File: config.mk
export PLATFORM = sky130hd
export DESIGN_NAME = lcd_hd44780_ctrl_flat
export DESIGN_NICKNAME = d
export VERILOG_FILES = /design/src/rtl/lcd_hd44780_ctrl_if.sv /design/src/rtl/lcd_hd44780_ctrl.sv /design/src/flat_wrapper.sv
export SDC_FILE = /design/constraint.sdc
export NUM_CORES = 1
export LEC_CHECK = 0
export BUFFER_PORTS_ARGS = -buffer_cell sky130_fd_sc_hd__buf_2
export CORE_MARGIN = 1.5
export CORE_UTILIZATION = 30
export DETAILED_ROUTE_END_ITERATION = 8
export GPL_ROUTABILITY_DRIVEN = 0
export PLACE_DENSITY = 0.47
export SYNTH_ARGS = -nofsm -noshare
export SYNTH_HDL_FRONTEND = slang
export SYNTH_SLANG_ARGS = --single-unit
export TNS_END_PERCENT = 10
File: constraint.sdc
create_clock -name CLOCK_50 -period 3.8 [get_ports CLOCK_50]
set_input_delay 0.19 -clock CLOCK_50 [delete_from_list [all_inputs] [get_ports CLOCK_50]]
set_output_delay 0.19 -clock CLOCK_50 [all_outputs]
set_load 0.1 [all_outputs]
File: src/rtl/lcd_hd44780_ctrl_if.sv
`default_nettype none
// ============================================================================
// Module : lcd_hd44780_ctrl_if
// Brief  : Request channel into the HD44780 controller, one byte per
//          valid/ready handshake.
// Rev    : 1.0
// ============================================================================
interface lcd_hd44780_ctrl_if;
    logic       req_valid;
    logic       req_ready;
    logic       req_rs;
    logic [7:0] req_data;

    modport master (
        output req_valid,
        output req_rs,
        output req_data,
        input  req_ready
    );

    modport slave (
        input  req_valid,
        input  req_rs,
        input  req_data,
        output req_ready
    );
endinterface
`default_nettype wire

File: src/rtl/lcd_hd44780_ctrl.sv
`default_nettype none
// ============================================================================
// Module : lcd_hd44780_ctrl
// Brief  : Write-only HD44780 16x2 LCD driver. Runs the power-up init, then
//          writes one command/data byte per handshake with internal timing.
// Rev    : 1.0
// ============================================================================
module lcd_hd44780_ctrl #(
    parameter int POWERUP_CYCLES    = 2_000_000,
    parameter int SETUP_CYCLES      = 3,
    parameter int EN_CYCLES         = 25,
    parameter int CMD_WAIT_CYCLES   = 2_500,
    parameter int CLEAR_WAIT_CYCLES = 100_000
) (
    input  wire logic           CLOCK_50,
    input  wire logic           reset,
    lcd_hd44780_ctrl_if.slave   bus,
    output logic                init_done,
    output logic [7:0]          LCD_DATA,
    output logic                LCD_RS,
    output logic                LCD_RW,
    output logic                LCD_EN,
    output logic                LCD_ON,
    output logic                LCD_BLON
);

    localparam int c_MAX_A  = (POWERUP_CYCLES > CLEAR_WAIT_CYCLES) ? POWERUP_CYCLES : CLEAR_WAIT_CYCLES;
    localparam int c_MAX_B  = (CMD_WAIT_CYCLES > EN_CYCLES) ? CMD_WAIT_CYCLES : EN_CYCLES;
    localparam int c_MAX_C  = (c_MAX_B > SETUP_CYCLES) ? c_MAX_B : SETUP_CYCLES;
    localparam int c_MAX    = (c_MAX_A > c_MAX_C) ? c_MAX_A : c_MAX_C;
    localparam int c_CNT_W  = $clog2(c_MAX + 1);

    // Each state lasts N cycles, so its counter is loaded with N-1.
    localparam logic [c_CNT_W-1:0] c_PWR_LOAD   = c_CNT_W'(POWERUP_CYCLES - 1);
    localparam logic [c_CNT_W-1:0] c_SETUP_LOAD = c_CNT_W'(SETUP_CYCLES - 1);
    localparam logic [c_CNT_W-1:0] c_EN_LOAD    = c_CNT_W'(EN_CYCLES - 1);
    localparam logic [c_CNT_W-1:0] c_CMD_LOAD   = c_CNT_W'(CMD_WAIT_CYCLES - 1);
    localparam logic [c_CNT_W-1:0] c_CLEAR_LOAD = c_CNT_W'(CLEAR_WAIT_CYCLES - 1);
    localparam logic [2:0]         c_LAST_IDX   = 3'd5;

    typedef enum logic [2:0] {
        S_PWRUP = 3'd0,
        S_INIT  = 3'd1,
        S_IDLE  = 3'd2,
        S_SETUP = 3'd3,
        S_PULSE = 3'd4,
        S_HOLD  = 3'd5,
        S_WAIT  = 3'd6
    } state_t;

    state_t               r_state;
    logic [c_CNT_W-1:0]   r_cnt;
    logic                 r_pwr_armed;
    logic [2:0]           r_idx;
    logic                 r_init_done;
    logic [7:0]           r_data;
    logic                 r_rs;
    logic                 r_en;
    logic                 r_pwr;
    logic                 w_is_clear;
    logic                 w_cnt_zero;

    function automatic logic [7:0] f_init_rom(input logic [2:0] idx);
        case (idx)
            3'd0, 3'd1, 3'd2: f_init_rom = 8'h38;
            3'd3:             f_init_rom = 8'h0C;
            3'd4:             f_init_rom = 8'h01;
            default:          f_init_rom = 8'h06;
        endcase
    endfunction

    // Clear display and return home need the long post-write wait.
    assign w_is_clear = !r_rs && ((r_data == 8'h01) || (r_data == 8'h02) || (r_data == 8'h03));
    assign w_cnt_zero = (r_cnt == '0);

    always_ff @(posedge CLOCK_50 or posedge reset) begin
        if (reset) begin
            r_state     <= S_PWRUP;
            r_cnt       <= '0;
            r_pwr_armed <= 1'b0;
            r_idx       <= '0;
            r_init_done <= 1'b0;
            r_data      <= 8'h00;
            r_rs        <= 1'b0;
            r_en        <= 1'b0;
            r_pwr       <= 1'b0;
        end else begin
            r_pwr <= 1'b1;
            case (r_state)
                S_PWRUP: begin
                    if (!r_pwr_armed) begin
                        r_pwr_armed <= 1'b1;
                        r_cnt       <= c_PWR_LOAD;
                    end else if (w_cnt_zero) begin
                        r_state <= S_INIT;
                        r_idx   <= '0;
                    end else begin
                        r_cnt <= r_cnt - 1'b1;
                    end
                end
                S_INIT: begin
                    r_rs    <= 1'b0;
                    r_data  <= f_init_rom(r_idx);
                    r_cnt   <= c_SETUP_LOAD;
                    r_state <= S_SETUP;
                end
                S_IDLE: begin
                    if (bus.req_valid) begin
                        r_rs    <= bus.req_rs;
                        r_data  <= bus.req_data;
                        r_cnt   <= c_SETUP_LOAD;
                        r_state <= S_SETUP;
                    end
                end
                S_SETUP: begin
                    if (w_cnt_zero) begin
                        r_en    <= 1'b1;
                        r_cnt   <= c_EN_LOAD;
                        r_state <= S_PULSE;
                    end else begin
                        r_cnt <= r_cnt - 1'b1;
                    end
                end
                S_PULSE: begin
                    if (w_cnt_zero) begin
                        r_en    <= 1'b0;
                        r_cnt   <= c_SETUP_LOAD;
                        r_state <= S_HOLD;
                    end else begin
                        r_cnt <= r_cnt - 1'b1;
                    end
                end
                S_HOLD: begin
                    if (w_cnt_zero) begin
                        r_cnt   <= w_is_clear ? c_CLEAR_LOAD : c_CMD_LOAD;
                        r_state <= S_WAIT;
                    end else begin
                        r_cnt <= r_cnt - 1'b1;
                    end
                end
                S_WAIT: begin
                    if (w_cnt_zero) begin
                        if (r_init_done) begin
                            r_state <= S_IDLE;
                        end else if (r_idx == c_LAST_IDX) begin
                            r_init_done <= 1'b1;
                            r_state     <= S_IDLE;
                        end else begin
                            r_idx   <= r_idx + 3'd1;
                            r_state <= S_INIT;
                        end
                    end else begin
                        r_cnt <= r_cnt - 1'b1;
                    end
                end
                default: r_state <= S_PWRUP;
            endcase
        end
    end

    assign bus.req_ready = (r_state == S_IDLE);
    assign init_done     = r_init_done;
    assign LCD_DATA      = r_data;
    assign LCD_RS        = r_rs;
    assign LCD_RW        = 1'b0;
    assign LCD_EN        = r_en;
    assign LCD_ON        = r_pwr;
    assign LCD_BLON      = r_pwr;

endmodule
`default_nettype wire

File: src/flat_wrapper.sv
// flat-port wrapper written by rule: the top's interface ports become plain ports
module lcd_hd44780_ctrl_flat 
#(
    parameter int POWERUP_CYCLES    = 2_000_000,
    parameter int SETUP_CYCLES      = 3,
    parameter int EN_CYCLES         = 25,
    parameter int CMD_WAIT_CYCLES   = 2_500,
    parameter int CLEAR_WAIT_CYCLES = 100_000
)
  (CLOCK_50, reset, init_done, LCD_DATA, LCD_RS, LCD_RW, LCD_EN, LCD_ON, LCD_BLON, bus_req_valid, bus_req_rs, bus_req_data, bus_req_ready);
  lcd_hd44780_ctrl_if bus_i ();
  input  wire logic CLOCK_50;
  input  wire logic reset;
  output logic init_done;
  output logic [7:0] LCD_DATA;
  output logic LCD_RS;
  output logic LCD_RW;
  output logic LCD_EN;
  output logic LCD_ON;
  output logic LCD_BLON;
  input wire logic [$bits(bus_i.req_valid)-1:0] bus_req_valid;
  input wire logic [$bits(bus_i.req_rs)-1:0] bus_req_rs;
  input wire logic [$bits(bus_i.req_data)-1:0] bus_req_data;
  output wire logic [$bits(bus_i.req_ready)-1:0] bus_req_ready;
  assign bus_i.req_valid = bus_req_valid;
  assign bus_i.req_rs = bus_req_rs;
  assign bus_i.req_data = bus_req_data;
  assign bus_req_ready = bus_i.req_ready;
  lcd_hd44780_ctrl #(.POWERUP_CYCLES(POWERUP_CYCLES), .SETUP_CYCLES(SETUP_CYCLES), .EN_CYCLES(EN_CYCLES), .CMD_WAIT_CYCLES(CMD_WAIT_CYCLES), .CLEAR_WAIT_CYCLES(CLEAR_WAIT_CYCLES)) u_core (.CLOCK_50(CLOCK_50), .reset(reset), .bus(bus_i), .init_done(init_done), .LCD_DATA(LCD_DATA), .LCD_RS(LCD_RS), .LCD_RW(LCD_RW), .LCD_EN(LCD_EN), .LCD_ON(LCD_ON), .LCD_BLON(LCD_BLON));
endmodule
# == Word level (Yosys, flattened, before mapping) ==
# Cells that the tools add are included.
# word_totals
regBits,40
out_inout_bits,15
input_bits,12
# op_classes
eq_ne,23
reduce_logical,18
add_sub_neg,2
muxes,34
# ops
cell,n
$pmux W21 S7,1
$mux W21,6
$mux W3,13
$logic_not A21 Y1,1
$pmux W3 S7,1
$sub A21 B1 Y21 const B,1
$pmux W6 S3,1
$mux W17,1
$eq A8 B2 Y1 const B,2
$pmux W8 S2,1
$eq A3 B3 Y1 const B,5
$eq A3 B2 Y1 const B,4
$ne A2 B1 Y1 const B,6
$eq A8 B1 Y1 const B,1
$mux W8,1
$reduce_and A7 Y1,1
$reduce_bool A7 Y1,1
$eq A3 B1 Y1 const B,2
$logic_not A3 Y1,2
$ne A2 B2 Y1 const B,3
$pmux W3 S2,1
$reduce_and A2 Y1,3
$reduce_and A6 Y1,1
$reduce_bool A2 Y1,3
other kinds (9),15

# == Logic depth before layout (Yosys ltp) ==
# Gate-level depths: netlist (run 1).
# depth
word_depth,7
depth_mapped,14

# == Worst setup path after synthesis (run 1) ==
# No wires, ideal clock.
# synth_timing
kind,flip-flop to flip-flop
startpoint,reg u_core.r_cnt[0]
endpoint,reg u_core.r_cnt[0]
n_path_buf,2
t_arrival_ps,2543
path_slack_ps,1139
path_stages_with_launch,15
t_required_ps,3682
setup_ps,118
path_cell_list,dfrtp_1 -> inv_1 -> ha_1 -> or3b_2 -> clkbuf_1 -> nor3_2 -> and3_1 -> buf_2 -> inv_2 -> ha_1 -> o21ai_0 -> o21ai_0 -> a21oi_1 -> a211oi_1 -> a21o_1
# synth_between
elab_chain_len,4
# synth_rtl
element,line,text
"start, declared",lcd_hd44780_ctrl.sv:52,logic [c_CNT_W-1:0] r_cnt;
"start signal, assigned",lcd_hd44780_ctrl.sv:93,r_cnt <= c_PWR_LOAD;
"start signal, assigned",lcd_hd44780_ctrl.sv:98,r_cnt <= r_cnt - 1'b1;
"start signal, assigned",lcd_hd44780_ctrl.sv:104,r_cnt <= c_SETUP_LOAD;
$sub A21 B1 Y21 / $logic_not A21 Y1 (equally long branches),-,
$mux W21,"lcd_hd44780_ctrl.sv:94, lcd_hd44780_ctrl.sv:142",
$mux W21,lcd_hd44780_ctrl.sv:91,if (!r_pwr_armed) begin
$pmux W21 S7 (*),lcd_hd44780_ctrl.sv:89,case (r_state)
# Mark *: on every way between the ends. The rest lies on a longest branch, timed or not.
# A chain may end at the register's enable or synchronous reset.

# == Worst setup path after layout (run 1) ==
# Ends and elaborated chain as after synthesis.

==> flow_metrics.env, run 1 <==
export IMPL_status="finished, final reports clean"
export IMPL_grt_max_degree=26
export IMPL_vias=2820
export IMPL_fin_crit_ns=3.098
export IMPL_synth_top_area_share_pct=34.10
export IMPL_cp_end_kind="register"
export IMPL_ir_drop_mv=0.1264
export IMPL_htree_levels=2
export IMPL_path_cells="inv_1, ha_1, or3b_2, nor3_2, buf_4, and3_1, inv_2, ha_1, o21ai_0, o21ai_0, a21oi_1, a211oi_1, a21o_1"
export IMPL_wl_mm=8.717
export IMPL_required_ns=4.00
export IMPL_async_flop_share_pct=100.0
export IMPL_cap_violations=0
export IMPL_avgSynthCellArea_um2=7.848
export IMPL_die_h_um=101.9
export IMPL_diodes=0
export IMPL_r2r_start="u_core.r_cnt[0]"
export IMPL_cts_resized=0
export IMPL_start_util_pct=31.32
export IMPL_yosysTopAreaCell="dfrtp_1"
export IMPL_slew_headroom_pct=40.99
export IMPL_wire_per_inst_um=16.83
export IMPL_drt_pass1_iter_count=4
export IMPL_timing_final_crit_share_pct=81.53
export IMPL_via_per_inst=5.444
export IMPL_antenna_left=0
export IMPL_tightest_slew_ns=0.8772
export IMPL_fp_row_count=35
export IMPL_worstPathMaxFanout=12
export IMPL_finalInstanceArea_um2=3264
export IMPL_place_area_um2=3147
export IMPL_crit_start="u_core.r_cnt[0]"
export IMPL_ff_latch_area_um2=1001
export IMPL_leakagePower_nw=1.400
export IMPL_post_route_util_pct=34.83
export IMPL_grtUsageTotal_pct=17.94
export IMPL_antenna_found_initial=0
export IMPL_n_fill_cell=1034
export IMPL_fin_worst_skew_ns=0.006193
export IMPL_powerDensity_nw_per_um2=249.9
export IMPL_clk_pin_slew_ns=0.09
export IMPL_clkPwrFrac_pct=43.8
export IMPL_startpoint_type="register"
export IMPL_combPwrFrac_pct=4.0
export IMPL_hpwlAfterDp_mm=6.378
export IMPL_synth_main_ff_cell="dfrtp_1"
export IMPL_post_cts_buffers=0
export IMPL_syn_area_um2=2935
export IMPL_cts_hold_buf=1
export IMPL_rsz0062_at_grt="no"
export IMPL_p_int_mw=0.6276
export IMPL_swShare_pct=23.05
export IMPL_die_area_um2=10390
export IMPL_coreArea_um2=9371
export IMPL_slowest_delay_ns=0.59
export IMPL_p_switching_mw=0.1880
export IMPL_tns_ns=0
export IMPL_synth_top_cells_by_area="dfrtp_1 34%, o21ai_0 6.3%, a21oi_1 5.3%"
export IMPL_synth_seq_cells=40
export IMPL_cp_arrival_ns=3.30
export IMPL_yosysWarnings=0
export IMPL_cp_slowest_cell="or3b_2"
export IMPL_clockRootBuffer="clkbuf_8"
export IMPL_multi_input_area_um2=1732
export IMPL_drive_gt1_share_pct=15.17
export IMPL_hp_class="in -> reg"
export IMPL_clock_sinks=40
export IMPL_p_seq_share_pct=52.2
export IMPL_max_freq_mhz=322.8
export IMPL_synth_distinct_cells=63
export IMPL_overflow=0
export IMPL_finalPower_mw=0.8156
export IMPL_postSynthCellCount=374
export IMPL_area_growth_pct=11.21
export IMPL_io_buffers=25
export IMPL_die_w_um=101.9
export IMPL_synth_fp_nets=394
export IMPL_min_from="bus_req_data[3]"
export IMPL_cts_made_buffers=5
export IMPL_seq_area_frac_synth_pct=34.10
export IMPL_max_clock_path_buffers=2
export IMPL_clk_latency_ns=0.30
export IMPL_grt_pass1_vias=2722
export IMPL_num_io_pins=27
export IMPL_drc=0
export IMPL_grt_first_pass_wirelength_mm=14.41
export IMPL_synth_edff_count=0
export IMPL_drt_iter0_markers=229
export IMPL_critPathKind="reg -> reg"
export IMPL_finalHoldViolations=0
export IMPL_timing_reg2reg_setup_slack_ns=0.70
export IMPL_nets=408
export IMPL_slew_viol_final=0
export IMPL_whs_ns=0.1488
export IMPL_tritoncts="done"
export IMPL_setup_viol=0
-- cell families (layout without fill, tap and decap cells) --
kind of cell    after synthesis  count (layout)  synth area share (%)
other cells                   2               2                0.2558
mux                           2               2                0.7672
simple gates                145             145                 25.36
flops                        40              40                 34.10
compound gates              130             130                 28.30
fa+ha+maj                     8               8                 3.410
xor+xnor                      3               3                0.8953
buf+inv                      44              59                 6.905
-- per-stage QoR --
| step | worst slack (ns) | cells |
|---|---|---|
| 2_1_floorplan | 1.139 | 374 |
| 3_3_place_gp | 0.8307 | 509 |
| 3_5_place_dp | 0.7460 | 509 |
| 4_1_cts | 0.7156 | 518 |
| 5_1_grt | 0.5043 | 518 |
| 6_report | 0.7017 | 518 |
-- cells in the final DEF (no fill, tap or decap), drive strengths merged, types with 4 or more instances in the layout --
master / Yosys / final
a21o: 6 / 6
a21oi: 31 / 31
a22o: 4 / 4
a22oi: 4 / 4
a31oi: 6 / 6
and2: 4 / 4
and3: 4 / 4
buf: 14 / 34
clkbuf: 14 / 6
dfrtp: 40 / 40
ha: 8 / 8
inv: 15 / 14
nand2: 41 / 41
nand2b: 6 / 6
nand3: 11 / 11
nor2: 32 / 32
nor3: 19 / 19
nor4: 10 / 10
o211ai: 4 / 4
o21ai: 45 / 45
or3: 4 / 4
or4: 4 / 4
-- final timing paths --
kind | endpoint | depth (start not counted)
setup / recovery | u_core.r_cnt[0] | 13
hold / removal | u_core.LCD_DATA[3] | 3
setup reg to reg | u_core.r_cnt[0] | 13
hold reg to reg | u_core.init_done | 1
max in group asynchronous | u_core.r_cnt[13] | 4
min in group asynchronous | u_core.LCD_BLON | 3
-- registers in the layout (all words and copies together), names as in the netlist --
name	cells
u_core.LCD_BLON	1
u_core.LCD_DATA	8
u_core.LCD_EN	1
u_core.LCD_RS	1
u_core.init_done	1
u_core.r_cnt	21
u_core.r_idx	3
u_core.r_pwr_armed	1
u_core.r_state	3
-- area by class of cell --
type	instances	area share, %
multi-input combinational	290	53.05
clock inverter	2	1.073
inverter	16	1.840
clock buffer	6	2.223
sequential	40	30.66
tap	129	4.944
timing repair buffer	35	6.209
-- power by group through the flow --
stage,registers (mW),clock network [mW],logic (mW)
6_report,0.426,0.357,0.0325
5_1_grt,0.426,0.386,0.0355
4_1_cts,0.426,0.368,0.0337
3_5_place_dp,0.435,0,0.0328
3_3_place_gp,0.434,0,0.0324
2_1_floorplan,0.439,0,0.0175
-- cells in the mapped netlist, drive strengths merged (3+ instances only) --
cell / n
a32o: 3
o21ai: 45
or3: 4
inv: 15
a31oi: 6
ha: 8
or4: 4
o211ai: 4
a21oi: 31
nand2: 41
xnor2: 3
a22o: 4
o22ai: 3
clkbuf: 14
and3: 4
nand4: 3
a22oi: 4
nor4: 10
a21o: 6
nor3: 19
dfrtp: 40
o221ai: 3
buf: 14
nand2b: 6
a221oi: 3
nand3: 11
and2: 4
nor2: 32
-- metal layers --
layer  GRT usage, %  vias to the layer above  share of wire, %
met4          5.163                        0               1.7
met1          25.83                     1360                49
li1               -                     1390                 -
met3          2.257                       10               4.3
met5              0                        -                 0
met2          28.26                       60                45
-- critical path: cells and delay by family, from the launching register on --
| family | cells | cell delay, ns |
|---|---|---|
| DFF | 1 | 0.45 |
| AOI/OAI and AO/OA | 5 | 0.66 |
| buffers and inverters | 3 | 0.40 |
| and+or+nand+nor | 3 | 1.04 |
| adders and majority gates | 2 | 0.43 |
(Power assumes the default switching activity.)
==> run 2: changes to the inputs <==
--- a/config.mk
+++ b/config.mk
@@ -10,7 +10,7 @@
 export CORE_UTILIZATION = 30
 export DETAILED_ROUTE_END_ITERATION = 8
 export GPL_ROUTABILITY_DRIVEN = 0
-export PLACE_DENSITY = 0.47
+export PLACE_DENSITY = 0.49
 export SYNTH_ARGS = -nofsm -noshare
 export SYNTH_HDL_FRONTEND = slang
 export SYNTH_SLANG_ARGS = --single-unit
==> constraint.sdc (replaced) <==
create_clock -name CLOCK_50 -period 2.71 [get_ports CLOCK_50]
set_input_delay 0.1355 -clock CLOCK_50 [delete_from_list [all_inputs] [get_ports CLOCK_50]]
set_output_delay 0.1355 -clock CLOCK_50 [all_outputs]
set_load 0.1 [all_outputs]
==> flow_metrics.env, run 2 (synthesis gave the netlist of run 1 again) <==
export IMPL_fin_worst_skew_ns=0.005038
export IMPL_largest_reg_flops=21
export IMPL_r2r_start="u_core.r_cnt[0]"
export IMPL_tightest_slew_ns=0.7246
export IMPL_cp_arrival_ns=2.75
export IMPL_slew_viol_final=0
export IMPL_startpoint_type="register"
export IMPL_ir_drop_mv=0.1377
export IMPL_tns_ns=0
export IMPL_top_register="u_core.r_cnt"
export IMPL_wire_per_inst_um=16.07
export IMPL_cp_end_kind="register"
export IMPL_grt_first_pass_wirelength_mm=14.33
export IMPL_critPathKind="reg -> reg"
export IMPL_dp_slack_ns=0.1012
export IMPL_vias=2951
export IMPL_p_seq_share_pct=55.9
export IMPL_htree_levels=2
export IMPL_whs_ns=0.09889
export IMPL_start_util_pct=31.32
export IMPL_grtUsageTotal_pct=17.66
export IMPL_required_ns=2.89
export IMPL_worst_r2r_path_depth=10
export IMPL_die_area_um2=10390
export IMPL_status="finished, final reports clean"
export IMPL_wl_mm=8.645
export IMPL_clkPwrFrac_pct=39.9
export IMPL_io_buffers=25
export IMPL_drt_iter0_markers=219
export IMPL_post_route_util_pct=36.62
export IMPL_grt_max_degree=23
export IMPL_via_per_inst=5.485
export IMPL_final_cell_mix="41 x nand2_1, 40 x dfrtp_1, 37 x o21ai_0"
export IMPL_overflow=0
export IMPL_antenna_left=0
export IMPL_powerDensity_nw_per_um2=311.5
export IMPL_coreArea_um2=9371
export IMPL_max_freq_mhz=388.4
export IMPL_worstReg2RegEnd="u_core.r_cnt[19]"
export IMPL_clk_pin_slew_ns=0.08
export IMPL_finalHoldViolations=0
export IMPL_nets=428
export IMPL_rsz0062_at_grt="yes"
export IMPL_slew_headroom_pct=51.40
export IMPL_endpoint="u_core.r_cnt[19]"
export IMPL_leakagePower_nw=1.500
export IMPL_worstPathMaxFanout=8
export IMPL_fp_row_count=35
export IMPL_timing_final_crit_share_pct=95.00
export IMPL_crit_start="u_core.r_cnt[0]"
export IMPL_antenna_found_initial=0
export IMPL_cap_violations=0
export IMPL_clock_sinks=40
export IMPL_timing_reg2reg_setup_slack_ns=0.14
export IMPL_tritoncts="done"
export IMPL_clockRootBuffer="clkbuf_8"
export IMPL_p_int_mw=0.8098
export IMPL_hpwlAfterDp_mm=6.588
export IMPL_setup_viol=0
export IMPL_combPwrFrac_pct=4.2
export IMPL_fin_crit_ns=2.575
export IMPL_setup_ws_ns=0.1355
export IMPL_die_w_um=101.9
export IMPL_clk_latency_ns=0.30
export IMPL_drc=0
export IMPL_num_io_pins=27
export IMPL_die_h_um=101.9
export IMPL_max_clock_path_buffers=2
export IMPL_grt_pass1_vias=2762
export IMPL_swShare_pct=24.25
export IMPL_final_common_cell="nand2_1"
export IMPL_drt_pass1_iter_count=5
export IMPL_area_growth_pct=16.92
export IMPL_cts_made_buffers=5
export IMPL_p_switching_mw=0.2593
export IMPL_diodes=0
export IMPL_hp_class="in -> reg"
export IMPL_drive_gt1_share_pct=20.05
## run 2: critical path, stage by stage, from the launching register on
cell,delay (ns)
dfrtp_1,0.38
inv_1,0.08
ha_2,0.22
or3b_2,0.50
buf_4,0.19
or4_4,0.47
nor2_4,0.17
buf_6,0.16
nor3_1,0.06
o21ai_1,0.14
nand3_1,0.09
## run 2: cell type report
type                    instances  area, um^2
fillers                      1014        5939
multi-input cells             290        1735
flip-flops and latches         40        1001
repair buffers                 55       381.6
well taps                     129       161.4
clock buffers                   6       82.58
inverters                      16       60.06
clock inverters                 2       10.01
## run 2: worst min-delay path by stage
stage | to | start | cells after the start
4_1_cts | u_core.LCD_DATA[3] | bus_req_data[3] | 3
2_1_floorplan | u_core.LCD_DATA[3] | bus_req_data[3] | 2
5_1_grt | u_core.LCD_DATA[3] | bus_req_data[3] | 3
6_report | u_core.LCD_DATA[3] | bus_req_data[3] | 3
3_3_place_gp | u_core.LCD_BLON | reset | 2
3_5_place_dp | u_core.LCD_BLON | reset | 2
## run 2: power by group through the flow
stage | Sequential, mW | Clock, mW | Combinational (mW)
6_report | 0.597 | 0.427 | 0.0448
3_3_place_gp | 0.609 | 0 | 0.0453
4_1_cts | 0.597 | 0.445 | 0.0463
3_5_place_dp | 0.609 | 0 | 0.0451
2_1_floorplan | 0.615 | 0 | 0.0245
5_1_grt | 0.598 | 0.465 | 0.0493
## run 2: what timing repair did
action                                  4_1_cts  5_1_grt
endpoints found under the setup margin        0        4
setup buffers                                 0        1
endpoints found under the hold margin        18        0
hold buffers                                  1        0
gates resized for setup                       0        3
## run 2: metal layers
layer / global-route usage [%] / routed length (um) / up-vias
met5: 0 / 0 / -
met4: 6.744 / 171 / 0
met3: 2.804 / 552 / 14
met2: 27.90 / 4011 / 102
met1: 24.35 / 3910 / 1411
li1: - / - / 1424
## run 2: metrics by stage
| step | instance area (um^2) | power (mW) | std cells |
|---|---|---|---|
| floorplan | 2935 | 0.6395 | 374 |
| global placement | 3314 | 0.6546 | 528 |
| detailed placement | 3314 | 0.6543 | 528 |
| CTS | 3417 | 1.088 | 537 |
| global route | 3432 | 1.112 | 538 |
| finish | 3432 | 1.069 | 538 |
